File: config.mk
export PLATFORM = sky130hd
export DESIGN_NAME = riscv_wb_arbiter
export DESIGN_NICKNAME = d
export VERILOG_FILES = /design/src/rtl/riscv_wb_arbiter.sv
export SDC_FILE = /design/constraint.sdc
export NUM_CORES = 1
export LEC_CHECK = 0
export ABC_AREA = 1
export CORE_MARGIN = 2
export CORE_UTILIZATION = 42
export DETAILED_ROUTE_END_ITERATION = 12
export PLACE_DENSITY = 0.77
export SYNTH_ARGS = -nofsm -noshare
export SYNTH_HDL_FRONTEND = slang
export SYNTH_SLANG_ARGS = --single-unit
File: constraint.sdc
create_clock -name clk -period 3 [get_ports clk]
set_clock_uncertainty 0.2 [all_clocks]
set_input_delay 0.75 -clock clk [delete_from_list [all_inputs] [get_ports clk]]
set_output_delay 0.75 -clock clk [all_outputs]
set_load 0.01 [all_outputs]
File: src/rtl/riscv_wb_arbiter.sv
// riscv_wb_arbiter: merges ALU and LSU write-back into one register-file port through an ALU pending queue; operand forwarding is built only when RISCV_WB_FWD_EN is defined
module riscv_wb_arbiter #(
  parameter int BUF_DEPTH = 2,
  parameter int ADDR_W = 6
) (
  input  logic              clk,
  input  logic              rst,
  input  logic              alu_we_i,
  input  logic [ADDR_W-1:0] alu_waddr_i,
  input  logic [31:0]       alu_wdata_i,
  output logic              alu_ready_o,
  input  logic              lsu_we_i,
  input  logic [ADDR_W-1:0] lsu_waddr_i,
  input  logic [31:0]       lsu_wdata_i,
  output logic              rf_we_o,
  output logic [ADDR_W-1:0] rf_waddr_o,
  output logic [31:0]       rf_wdata_o,
  input  logic [ADDR_W-1:0] fwd_raddr_a_i,
  input  logic [ADDR_W-1:0] fwd_raddr_b_i,
  output logic              fwd_hit_a_o,
  output logic              fwd_hit_b_o,
  output logic [31:0]       fwd_data_a_o,
  output logic [31:0]       fwd_data_b_o,
  output logic              buf_empty_o,
  output logic              lsu_drop_o
);
  localparam int PW = $clog2(BUF_DEPTH);
  localparam logic [PW:0] FULL = (PW+1)'(BUF_DEPTH);
  logic [ADDR_W-1:0] q_addr [BUF_DEPTH];
  logic [31:0] q_data [BUF_DEPTH];
  logic [BUF_DEPTH-1:0] q_valid;
  logic [PW-1:0] rd_ptr, wr_ptr;
  logic [PW:0] count;
  logic alu_acc, lsu_hit, lsu_drop, lsu_v, q_empty, head_v, pop, direct, enq;
  assign alu_ready_o = count < FULL;
  assign q_empty = count == '0;
  assign buf_empty_o = q_empty;
  assign alu_acc = alu_we_i && alu_ready_o && alu_waddr_i != '0;
  assign lsu_hit = lsu_we_i && lsu_waddr_i != '0;
  assign lsu_drop = lsu_hit && alu_acc && alu_waddr_i == lsu_waddr_i;
  assign lsu_v = lsu_hit && !lsu_drop;
  assign head_v = !q_empty && q_valid[rd_ptr];
  assign pop = !q_empty && !(q_valid[rd_ptr] && lsu_v);
  assign direct = alu_acc && q_empty && !lsu_v;
  assign enq = alu_acc && !direct;
  always_ff @(posedge clk) begin
    if (rst) begin
      rf_we_o <= 1'b0;
      rf_waddr_o <= '0;
      rf_wdata_o <= '0;
      lsu_drop_o <= 1'b0;
      count <= '0;
      rd_ptr <= '0;
      wr_ptr <= '0;
      q_valid <= '0;
    end else begin
      rf_we_o <= lsu_v || head_v || direct;
      rf_waddr_o <= lsu_v ? lsu_waddr_i : head_v ? q_addr[rd_ptr] : direct ? alu_waddr_i : rf_waddr_o;
      rf_wdata_o <= lsu_v ? lsu_wdata_i : head_v ? q_data[rd_ptr] : direct ? alu_wdata_i : rf_wdata_o;
      lsu_drop_o <= lsu_drop;
      count <= count + (PW+1)'(enq) - (PW+1)'(pop);
      rd_ptr <= rd_ptr + PW'(pop);
      wr_ptr <= wr_ptr + PW'(enq);
      for (int i = 0; i < BUF_DEPTH; i++)
        if (lsu_v && q_addr[i] == lsu_waddr_i) q_valid[i] <= 1'b0;
      if (pop) q_valid[rd_ptr] <= 1'b0;
      if (enq) q_valid[wr_ptr] <= 1'b1;
    end
  end
  always_ff @(posedge clk) begin
    if (enq) begin
      q_addr[wr_ptr] <= alu_waddr_i;
      q_data[wr_ptr] <= alu_wdata_i;
    end
  end
`ifdef RISCV_WB_FWD_EN
  logic [1:0][ADDR_W-1:0] fwd_raddr;
  logic [1:0] fwd_hit;
  logic [1:0][31:0] fwd_data;
  assign fwd_raddr = {fwd_raddr_b_i, fwd_raddr_a_i};
  assign fwd_hit_a_o = fwd_hit[0];
  assign fwd_hit_b_o = fwd_hit[1];
  assign fwd_data_a_o = fwd_data[0];
  assign fwd_data_b_o = fwd_data[1];
  always_comb begin
    fwd_hit = '0;
    fwd_data = '0;
    for (int p = 0; p < 2; p++) begin
      if (rf_we_o && rf_waddr_o == fwd_raddr[p]) begin
        fwd_hit[p] = 1'b1;
        fwd_data[p] = rf_wdata_o;
      end
      for (int k = 0; k < BUF_DEPTH; k++)
        if (q_valid[rd_ptr + PW'(k)] && q_addr[rd_ptr + PW'(k)] == fwd_raddr[p]) begin
          fwd_hit[p] = 1'b1;
          fwd_data[p] = q_data[rd_ptr + PW'(k)];
        end
      if (lsu_v && lsu_waddr_i == fwd_raddr[p]) begin
        fwd_hit[p] = 1'b1;
        fwd_data[p] = lsu_wdata_i;
      end
      if (alu_acc && alu_waddr_i == fwd_raddr[p]) begin
        fwd_hit[p] = 1'b1;
        fwd_data[p] = alu_wdata_i;
      end
    end
  end
`else
  logic fwd_unused;
  assign fwd_unused = ^{fwd_raddr_a_i, fwd_raddr_b_i};
  assign fwd_hit_a_o = 1'b0;
  assign fwd_hit_b_o = 1'b0;
  assign fwd_data_a_o = '0;
  assign fwd_data_b_o = '0;
`endif
endmodule

==> flow_summary.ini <==
[power]
switching_share_pct = 30.5
p_leak_nw = 3.69
pwr_density_cell_nw_per_um2 = 691
ir_drop_uv = 444
p_total_mw = 5.62
p_int_mw = 3.91
p_switching_mw = 1.71
combPwrFrac_pct = 27.2
clock_power_share_pct = 34.7
pwr-share-seq_pct = 38.1

[worst_setup_path]
endpoint_kind = register
required_ns = 3.11
start_kind = primary input
path_class = primary input to register
cp_max_fo = 4
cp.arrival_ns = 2.93

[route]
ant_nets = 0
via_count = 5069
drc = 0
drt_iter0_markers = 331
drt-pass1-iter-count = 5
routed_wl_microns = 14500
vias_per_cell = 4.66
wl_per_cell_microns = 13.4

[placement]
dpl.cell_count = 1055
place_ws_ns = -0.208
portBuffers = 121
placed_cell_area_sq_um = 7570
post-dp-hpwl_microns = 10000
place_congestion = 0.844

[yosys]
yosysSeqAreaShare_pct = 52.2
ys_seq_elements = 122
synthTopCellsByArea = edfxtp_1, nand2_1, dfxtp_1, buf_4, nor2_1
syn-instance-count = 737
yosysTopAreaCellShare_pct = 37.2
syn_avg_cell_area_sq_um = 8.32
yosys_warnings = 0
ys_types = 27
netlist_area_sq_um = 6130
yosysTopAreaCell = edfxtp_1

[clock_network]
clkTransAtPathRegs_ns = 0.05
clock-root-buffer = clkbuf_16
postCtsSetupBuffers = 0
clockBufferDepth = 2
clock_sinks = 122
cts_resized = 0
cts_hold_buf = 0
clk_latency_ns = 0.41
h-tree-depth = 4
cts_buffers = 17
cts_tree = built

[outcome]
outcome = finished clean

[timing]
tns_ns = 0
tightest_slew_ns = 0.530
setup_violations = 0
drv_slew = 0
fmax_mhz = 354
period_needed_ns = 2.82
layout_setup_ws_ns = 0.179
rsz0062_at_grt = no
slew-limit-headroom_pct = 64.7
hold_violations = 0
hold-worst-slack_ns = 0.266
period_share_pct = 94.0

[grt]
gr-usage-all-layers_pct = 19.0
grt_pass1_vias = 4764
antenna_found_initial = 0
grt_overflow_total = 0
grt_max_degree = 42
grt_pass1_wl_microns = 23400

[layout]
synthToLayoutAreaGrowth_pct = 32.8
fillCellCount = 1321
finalInstanceArea_sq_um = 8140
drive_gt1_share_pct = 10.2
finalNonFillerCells = 1087
diodes = 0
final_net_count = 985
finish.utilization_pct = 56.5

[min_path]
min_path_type = register to register

[floorplan]
num_rows = 44
core_sq_um = 14400
initial_core_util_pct = 42.5
io_pins = 200
die-area_sq_um = 15600
die_w_microns = 125
fp.dieH_microns = 125

[job]
max_cap_viol_count = 0
-- cells in the mapped netlist --
master and n:
dfxtp_1 46, nand2_4 2, ha_1 3, o211ai_1 4, or2_0 1, nor2_1 90
a21oi_1 9, nand2_1 266, xor2_1 2, xnor2_1 3, inv_1 28, edfxtp_1 76
nand3_1 47, nor2_8 2, or2_2 2, buf_4 71, conb_1 1, o31ai_1 32
o21ai_0 13, nand4_1 1, nor2_2 1, inv_4 1, clkbuf_1 17, clkinv_1 1
inv_2 7, buf_2 10, mux2i_1 1
-- power by group through the flow --
stage	logic, mW	registers (mW)	clock network [mW]
6_report	1.53	2.14	1.95
5_1_grt	1.71	2.17	2.07
4_1_cts	1.55	2.14	1.98
3_5_place_dp	1.53	2.18	0
3_3_place_gp	1.50	2.17	0
2_1_floorplan	0.911	2.19	0
-- cell families (layout without fill, tap and decap cells) --
family,after synthesis,after routing,synth area share (%)
compound gates,58,58,6.20
xor+xnor,5,5,0.714
fa+ha+maj,3,3,0.612
buf+inv,135,236,12.9
flops,122,122,52.2
mux,1,1,0.163
other cells,1,66,0.0612
simple gates,412,412,27.2
-- critical path, cell delays in order --
cell and delay, ns:
clkdlybuf4s50_1 0.54, inv_1 0.07, nand2_1 0.06, nand2_1 0.05, nor2_1 0.13, nand2_1 0.09
nor2_2 0.13, nand2_4 0.07, nand2_4 0.06, nand2_1 0.04, nand2_1 0.13, xor2_1 0.17
ha_1 0.18, xor2_1 0.22, nand3_1 0.12, nand2_1 0.07, nor2_1 0.04
-- flip-flops by register name, summed over array words and instances (netlist names) --
name,cells
q_addr,12
rf_waddr_o,6
q_valid,2
q_data,64
wr_ptr,1
count,2
rf_we_o,1
rd_ptr,1
lsu_drop_o,1
rf_wdata_o,32
-- worst paths after layout --
path | startpoint | end | slack, ns | cells after the start
worst max-delay path | alu_waddr_i[1] | count[1] | 0.18 | 17
worst min-delay path | rf_wdata_o[22] | rf_wdata_o[22] | 0.27 | 2
worst max register to register | rd_ptr | rf_wdata_o[19] | 0.79 | 10
worst min register to register | rf_wdata_o[22] | rf_wdata_o[22] | 0.27 | 2
-- layout make-up --
type	count	area, sq um	area share, %
inverters	37	141	1.74
multi-input cells	545	2390	29.4
well taps	184	230	2.83
clock buffers	24	503	6.18
flip-flops and latches	122	3200	39.4
clock inverters	8	65.1	0.799
repair buffers	167	1610	19.7
-- layer usage --
| layer | track usage (%) | share of wire [%] |
|---|---|---|
| met5 | 0 | 0 |
| met1 | 23.8 | 44 |
| met4 | 6.47 | 1.2 |
| met3 | 4.55 | 5.5 |
| met2 | 32.3 | 49 |
-- cell usage in the layout (no fill, tap or decap), types with 2 or more instances in the layout --
master	count
a21oi_1	9
conb_1	66
ha_2	2
clkbuf_16	18
dfxtp_1	45
buf_12	4
clkbuf_8	3
clkdlybuf4s50_1	121
edfxtp_1	76
clkinv_2	4
nor2_8	2
nand2_1	265
nand3_1	47
xnor2_1	3
buf_4	42
o21ai_0	13
inv_1	28
xor2_1	2
clkbuf_1	3
or2_2	2
o211ai_1	4
nor2_1	90
nand2_4	2
inv_2	7
clkinv_1	3
o31ai_1	32
No activity file was read; power rests on OpenSTA's default activity.
